### config.mk
export PLATFORM = sky130hd
export DESIGN_NAME = serv_bus_arb
export DESIGN_NICKNAME = d
export VERILOG_FILES = /design/src/rtl/serv_bus_arb.sv
export SDC_FILE = /design/constraint.sdc
export NUM_CORES = 1
export LEC_CHECK = 0
export BUFFER_PORTS_ARGS = -buffer_cell sky130_fd_sc_hd__buf_2
export CORE_AREA = 2 2 110 122
export DETAILED_ROUTE_END_ITERATION = 8
export DIE_AREA = 0 0 112 124
export GPL_TIMING_DRIVEN = 0
export PLACE_DENSITY = 0.69
export SLEW_MARGIN = 15
export SYNTH_ARGS = -nofsm -noshare
export SYNTH_HDL_FRONTEND = slang
export SYNTH_SLANG_ARGS = --single-unit
### constraint.sdc
create_clock -name clk -period 3.01 [get_ports clk]
set_input_delay 0.602 -clock clk [delete_from_list [all_inputs] [get_ports clk]]
set_output_delay 0.602 -clock clk [all_outputs]
set_load 0.005 [all_outputs]
### src/rtl/serv_bus_arb.sv
// Registered two-master Wishbone arbiter: merges SERV ibus and dbus onto one shared bus,
// round-robin on ties, with a watchdog that force-terminates unacknowledged cycles.
module serv_bus_arb #(
    parameter int unsigned TIMEOUT = 255
) (
    input  logic        clk,
    input  logic        i_rst_n,

    input  logic [31:0] i_ibus_adr,
    input  logic        i_ibus_cyc,
    output logic [31:0] o_ibus_rdt,
    output logic        o_ibus_ack,

    input  logic [31:0] i_dbus_adr,
    input  logic [31:0] i_dbus_dat,
    input  logic [3:0]  i_dbus_sel,
    input  logic        i_dbus_we,
    input  logic        i_dbus_cyc,
    output logic [31:0] o_dbus_rdt,
    output logic        o_dbus_ack,

    output logic [31:0] o_wb_adr,
    output logic [31:0] o_wb_dat,
    output logic [3:0]  o_wb_sel,
    output logic        o_wb_we,
    output logic        o_wb_cyc,
    input  logic [31:0] i_wb_rdt,
    input  logic        i_wb_ack,

    output logic        o_timeout
);

    localparam int unsigned CW    = (TIMEOUT == 0) ? 1 : $clog2(TIMEOUT + 1);
    localparam bit          WD_EN = (TIMEOUT != 0);
    // Counter is 0 in the first granted cycle, so expiry is at TIMEOUT-1.
    localparam logic [CW-1:0] LIMIT = (TIMEOUT == 0) ? CW'(0) : CW'(TIMEOUT - 1);

    typedef enum logic [1:0] {
        IDLE  = 2'd0,
        GNT_I = 2'd1,
        GNT_D = 2'd2
    } state_t;

    state_t          state_q;
    state_t          state_d;
    logic            last_dbus_q;
    logic [CW-1:0]   cnt_q;

    logic            req_c;
    logic            ack_c;
    logic            timeout_c;

    // Qualify the bus ack / watchdog with the granted master still holding its request.
    always_comb begin
        req_c = 1'b0;
        case (state_q)
            GNT_I:   req_c = i_ibus_cyc;
            GNT_D:   req_c = i_dbus_cyc;
            default: req_c = 1'b0;
        endcase
        ack_c     = req_c & i_wb_ack;
        timeout_c = req_c & ~i_wb_ack & WD_EN & (cnt_q == LIMIT);
    end

    // State register
    always_ff @(posedge clk or negedge i_rst_n) begin
        if (!i_rst_n) begin
            state_q <= IDLE;
        end else begin
            state_q <= state_d;
        end
    end

    // Next-state logic
    always_comb begin
        state_d = state_q;
        case (state_q)
            IDLE: begin
                if (i_ibus_cyc && i_dbus_cyc) begin
                    state_d = last_dbus_q ? GNT_I : GNT_D;
                end else if (i_ibus_cyc) begin
                    state_d = GNT_I;
                end else if (i_dbus_cyc) begin
                    state_d = GNT_D;
                end
            end
            GNT_I, GNT_D: begin
                if (!req_c || ack_c || timeout_c) begin
                    state_d = IDLE;
                end
            end
            default: state_d = IDLE;
        endcase
    end

    // Combinational ack/data return
    always_comb begin
        o_ibus_ack = 1'b0;
        o_dbus_ack = 1'b0;
        o_timeout  = timeout_c;
        o_ibus_rdt = timeout_c ? 32'd0 : i_wb_rdt;
        o_dbus_rdt = timeout_c ? 32'd0 : i_wb_rdt;
        case (state_q)
            GNT_I:   o_ibus_ack = ack_c | timeout_c;
            GNT_D:   o_dbus_ack = ack_c | timeout_c;
            default: ;
        endcase
    end

    // Shared-bus request registers, grant history and watchdog counter
    always_ff @(posedge clk or negedge i_rst_n) begin
        if (!i_rst_n) begin
            o_wb_adr    <= 32'd0;
            o_wb_dat    <= 32'd0;
            o_wb_sel    <= 4'd0;
            o_wb_we     <= 1'b0;
            o_wb_cyc    <= 1'b0;
            last_dbus_q <= 1'b0;
            cnt_q       <= CW'(0);
        end else if (state_q == IDLE) begin
            if (state_d == GNT_I) begin
                o_wb_adr    <= i_ibus_adr;
                o_wb_dat    <= 32'd0;
                o_wb_sel    <= 4'hf;
                o_wb_we     <= 1'b0;
                o_wb_cyc    <= 1'b1;
                last_dbus_q <= 1'b0;
                cnt_q       <= CW'(0);
            end else if (state_d == GNT_D) begin
                o_wb_adr    <= i_dbus_adr;
                o_wb_dat    <= i_dbus_dat;
                o_wb_sel    <= i_dbus_sel;
                o_wb_we     <= i_dbus_we;
                o_wb_cyc    <= 1'b1;
                last_dbus_q <= 1'b1;
                cnt_q       <= CW'(0);
            end
        end else if (state_d == IDLE) begin
            o_wb_cyc <= 1'b0;
            o_wb_we  <= 1'b0;
        end else begin
            cnt_q <= cnt_q + CW'(1);
        end
    end

endmodule

Word-level counts from Yosys, hierarchy flattened
Index checks and enable logic that the tools add are counted.
- register bits: 81
- bits in latches: 0
- memory bits (writable): 0
- bits in read-only memories: 0
- memories kept: 0
- add/subtract/negate cells: 1
- multiply operators: 0
- divide/modulo/power cells: 0
- magnitude comparators: 0
- equality and inequality tests: 7
- shift-type cells: 0
- muxes and demuxes: 28
- bitwise gates (word level): 5
- reductions and logical operators: 12
- operators with widths (kind ; number):
    $mux W32 ; 5
    $mux W8 ; 4
    $mux W1 ; 10
    $mux W2 ; 5
    $add A8 B1 Y8 const B ; 1
    $eq A8 B8 Y1 const B ; 1
    $mux W4 ; 2
    $reduce_and A2 Y1 ; 3
    $eq A2 B1 Y1 const B ; 2
    $eq A2 B2 Y1 const B ; 2
    $logic_not A2 Y1 ; 2
    $pmux W2 S2 ; 1
    $reduce_bool A2 Y1 ; 2
    $and A1 B1 Y1 ; 3
    $ne A3 B1 Y1 const B ; 1
    $logic_or A1 B1 Y1 ; 2
    $ne A2 B2 Y1 const B ; 1
    $pmux W1 S2 ; 1
    $reduce_or A2 Y1 ; 1
    $logic_and A1 B1 Y1 ; 1
    $logic_not A1 Y1 ; 1
    $not A1 Y1 ; 1
    $or A1 B1 Y1 ; 1

Longest topological paths before layout
- word-level depth: 11
- mapped depth: 13
- mapped depth without buffers: 11

Worst setup path before layout
No wires, ideal clock.
- kind: register to register
- start: reg state_q[0]
- end: reg cnt_q[7]
- library setup time: 0.125 ns
- arrival: 2.766 ns
- data required time: 2.885 ns
- setup slack: 0.120 ns
- cell stages (with the launch flop): 13
- path buffers: 1
- clock period less this slack: 2.890 ns
- path through: dfrtp_1 > inv_1 > ha_1 > a22o_1 > nand2_1 > nor4b_1 > a21oi_1 > ha_1 > clkbuf_1 > nor3b_1 > nor3_1 > nand3_1 > mux2_2
- word-level cells in the longest chain between the ends: 10
- elaborated cells between the ends (all ways): 24
- RTL lines (item ; line ; text):
    from (decl) ; 44 ; state_t state_q;
    from (signal assigned) ; 70 ; state_q <= state_d;
    $eq A2 B2 Y1 or $eq A2 B1 Y1 (tied branches) ; 56, 77 ;
    $pmux W1 S2 ; 56 ; case (state_q)
    $and A1 B1 Y1, or another cell as far along ; 62 ; timeout_c = req_c & ~i_wb_ack & WD_EN & (cnt_q == LIMIT);
    $and A1 B1 Y1 or $logic_or A1 B1 Y1 (tied branches) ; 62, 88 ;
    $logic_or A1 B1 Y1 ; 88 ; if (!req_c || ack_c || timeout_c) begin
    $mux W2 ; 88 ;
    $pmux W2 S2 ; 77 ; case (state_q)
    $eq A2 B1 Y1, or another cell as far along ; 121 ; if (state_d == GNT_I) begin
    $ne A3 B1 Y1 (no source line), or another cell as far along ; -- ;
    $reduce_and A2 Y1 (no source line) or $mux W8 (tied branches) ; -- ;
    to (signal assigned) ; 142 ; cnt_q <= cnt_q + CW'(1);
    to (decl) ; 47 ; logic [CW-1:0] cnt_q;
Parallel ways exist; a longest one is shown, timed or not.
A chain may end at the register's enable or synchronous reset.

Worst setup path after layout
- start: reg state_q[0]
- end: out o_ibus_rdt[14]
- word-level cells in the longest chain between the ends: 5
- elaborated cells between the ends (all ways): 6
- RTL lines (item ; line ; text):
    $eq A2 B2 Y1 or $eq A2 B1 Y1 (tied branches) ; 56 ;
    $pmux W1 S2 * ; 56 ;
    $and A1 B1 Y1 * (2 in a row) ; 62 ;
    $mux W32 * ; 101 ; o_ibus_rdt = timeout_c ? 32'd0 : i_wb_rdt;
    to (decl) ; 11 ; output logic [31:0] o_ibus_rdt,
Every way passes the cells marked *; elsewhere a longest branch is shown, timed or not.

==> flow_summary.yaml <==
global_routing:
  grt_max_degree: 49
  grt_pass1_wl_um: 20700
  antenna_found_initial: 1
  grt_use_met3_pct: 5.55
  grt.total_usage_pct: 19.5
  grt_pass1_vias: 4006
  met2_usage_pct: 38.3
  grt_overflow: 0
  gr-usage-met1_pct: 19.4
  busiest_layer: "met2"
synth:
  syn_inst: 458
  syn_area_um2: 4330
  synth_top_area_cell: "dfrtp_1"
  synth_nets: 606
  ys_seq_elements: 81
  synth.distinct_cells: 38
  yosys_warnings: 0
  seq_area_frac_synth_pct: 46.8
  syn_area_per_cell_um2: 9.46
  yosysTopAreaCellShare_pct: 46.8
  netlist_top_cells_area: "dfrtp_1 47%, o21ai_0 8.8%, mux2i_1 7.4%"
place:
  gp_congestion: 0.812
  dpl_cell_area_um2: 5930
  pre_cts_ws_ps: -519
  port_buffers: 274
  hpwl_um: 11300
  dp.cells: 890
clocking:
  cts.sinks: 81
  cts_buffers: 9
  clk_latency_ps: 330
  cts_hold_buf: 0
  clkTransAtPathRegs_ps: 60
  cts_root_buffer: "clkbuf_16"
  h-tree-depth: 3
  clock_path_buffers: 2
  cts_tree: "done"
layout:
  fin_area_um2: 6290
  final_common_cell: "buf_2"
  layout-drive-gt1-share_pct: 49.3
  final_cell_mix: "275 x buf_2, 79 x dfrtp_1, 76 x nand2_1, 76 x o21ai_0"
  nets: 892
  area_growth_pct: 45.2
  n_antenna_cell: 0
  final_cells: 906
sta:
  whs_ps: 223
  hold_viol: 0
  drv_slew: 0
  fin_ws_ps: 145
  slew_headroom_pct: 68.5
  final.min_clock_period_ps: 2860
  fin_crit_sh_pct: 95.2
  worst_clock_skew_ps: 5.00
  finalSetupViolations: 0
  fmax_mhz: 349
  worst_slew_pin_slew_ps: 473
setup_path:
  crit_slowest_cell: "dfrtp_2"
  rr_worst_depth: 13
  arrival_ps: 2260
  cp_top_family: "simple AND/OR/NAND/NOR gates"
  reg2reg_from: "state_q[0]"
  startpoint: "state_q[0]"
  crit_path_end: "o_ibus_rdt[14]"
  path_buf_inv: 4
  path_max_fanout: 10
  path_depth: 9
  rr_endpoint: "o_wb_adr[28]"
  cp_slowest_stage_delay_ps: 440
  start_kind: "flip-flop"
  crit_type: "flip-flop to output pin"
  cp_data_required_time_ps: 2410
  cp-end-kind: "output pin"
  path_cells: "inv_1 > ha_1 > a22o_1 > nand2_1 > or3_4 > buf_6 > and2_1 > buf_4 > buf_2"
  r2r_setup_slack_ps: 220
route:
  vias_per_cell: 4.62
  drtPass1Iterations: 4
  wire_per_inst_um: 15.4
  vias: 4183
  drt-total-wl_um: 13900
  drtIter0Drc: 129
  drc: 0
  ant_nets: 0
power_and_ir_drop:
  p_clk_share_pct: 19.3
  ir_drop_uv: 455
  p_int_mw: 3.44
  p_sw_share_pct: 39.4
  p_comb_share_pct: 48.2
  switching_power_mw: 2.24
  pwr_density_cell_nw_per_um2: 903
  leakage_nw: 3.39
  pwr-share-seq_pct: 32.6
  finalPower_mw: 5.67
floorplan:
  die_y_um: 124
  fp.dieArea_um2: 13900
  die_w_um: 112
  core_region_area_um2: 12600
  ios: 275
  rows: 43
  initial_core_util_pct: 34.4
run_status:
  status: "finished clean"
worst_hold_path:
  hold_path_class: "input port to async pin"
job:
  maxCapViolations: 0
-- cells in the mapped netlist (all sizes together) --
cell,instances
dfrtp,81
nand2,76
o21ai,76
buf,40
and2,35
nand2b,35
mux2i,32
clkbuf,19
nor2,11
ha,10
inv,7
a21oi,6
nor2b,3
a21o,2
a22o,2
nand3,2
nor4b,2
o22ai,2
o31ai,2
xnor2,2
a2bb2oi,1
a31oi,1
and4,1
mux2,1
nand3b,1
nand4,1
nor3,1
nor3b,1
nor4,1
o21bai,1
or2,1
or3,1
xor2,1
-- kinds of logic (layout without fill, tap and decap cells) --
group,count (synthesis),in the layout,share of synthesized area (%)
compound gates,93,93,11.4
xor+xnor,3,3,0.607
fa+ha+maj,10,10,2.89
buf+inv,66,357,9.13
flops,81,81,46.8
mux,33,33,7.66
simple gates,172,172,21.5
-- routing by layer --
layer  share of wire, %  routed length (um)  up-vias
met2                 54                7460      203
met3                9.1                1270       13
met4                2.4                 339        2
met5              0.093                  13        -
li1                   -                   -     2059
met1                 35                4830     1906
-- cell type report --
type,instances,area [um^2]
Fill cell,1274,6300
Multi-Input combinational cell,311,1930
Inverter,7,26.3
Buffer,58,393
Clock inverter,4,51.3
Timing Repair Buffer,276,1410
Tap cell,157,196
Clock buffer,12,246
Sequential cell,81,2030
-- flip-flops by register name, summed over array words and instances, names as in the netlist --
| signal | cells |
|---|---|
| o_wb_adr | 32 |
| o_wb_dat | 32 |
| cnt_q | 8 |
| o_wb_sel | 4 |
| state_q | 2 |
| last_dbus_q | 1 |
| o_wb_cyc | 1 |
| o_wb_we | 1 |
-- power by group through the flow --
stage	clock [mW]	combinational, mW	sequential (mW)
floorplan	0	1.54	1.89
global placement	0	2.67	1.85
detailed placement	0	2.73	1.86
CTS	1.13	2.75	1.85
global route	1.17	3.10	1.91
finish	1.09	2.73	1.85
-- stage by stage --
stage	utilization [%]	TNS (ps)
floorplan	-	0
CTS	49.6	0
global placement	46.8	-17570
detailed placement	47.1	-18240
finish	49.9	0
global route	49.9	-0.827
-- how the worst min path moves through the flow --
stage,startpoint,to,slack [ps],cells past startpoint
after CTS,i_rst_n,o_wb_dat[16],230,1
final,i_rst_n,o_wb_dat[16],220,1
after global placement,o_wb_sel[3],o_wb_sel[3],460,2
after global routing,i_rst_n,o_wb_dat[16],260,1
after detailed placement,o_wb_dat[8],o_wb_dat[8],460,2
after floorplan,i_rst_n,cnt_q[0],310,0
-- what timing repair did --
item | 4_1_cts | 5_1_grt
endpoints found under the setup margin | 76 | 71
gates resized for setup | 7 | 22
gates cloned | 0 | 0
buffers inserted | 0 | 1
hold endpoints to repair | 0 | 0
pin swaps | 0 | 2
Note: power is estimated with default switching activity, not from simulation.
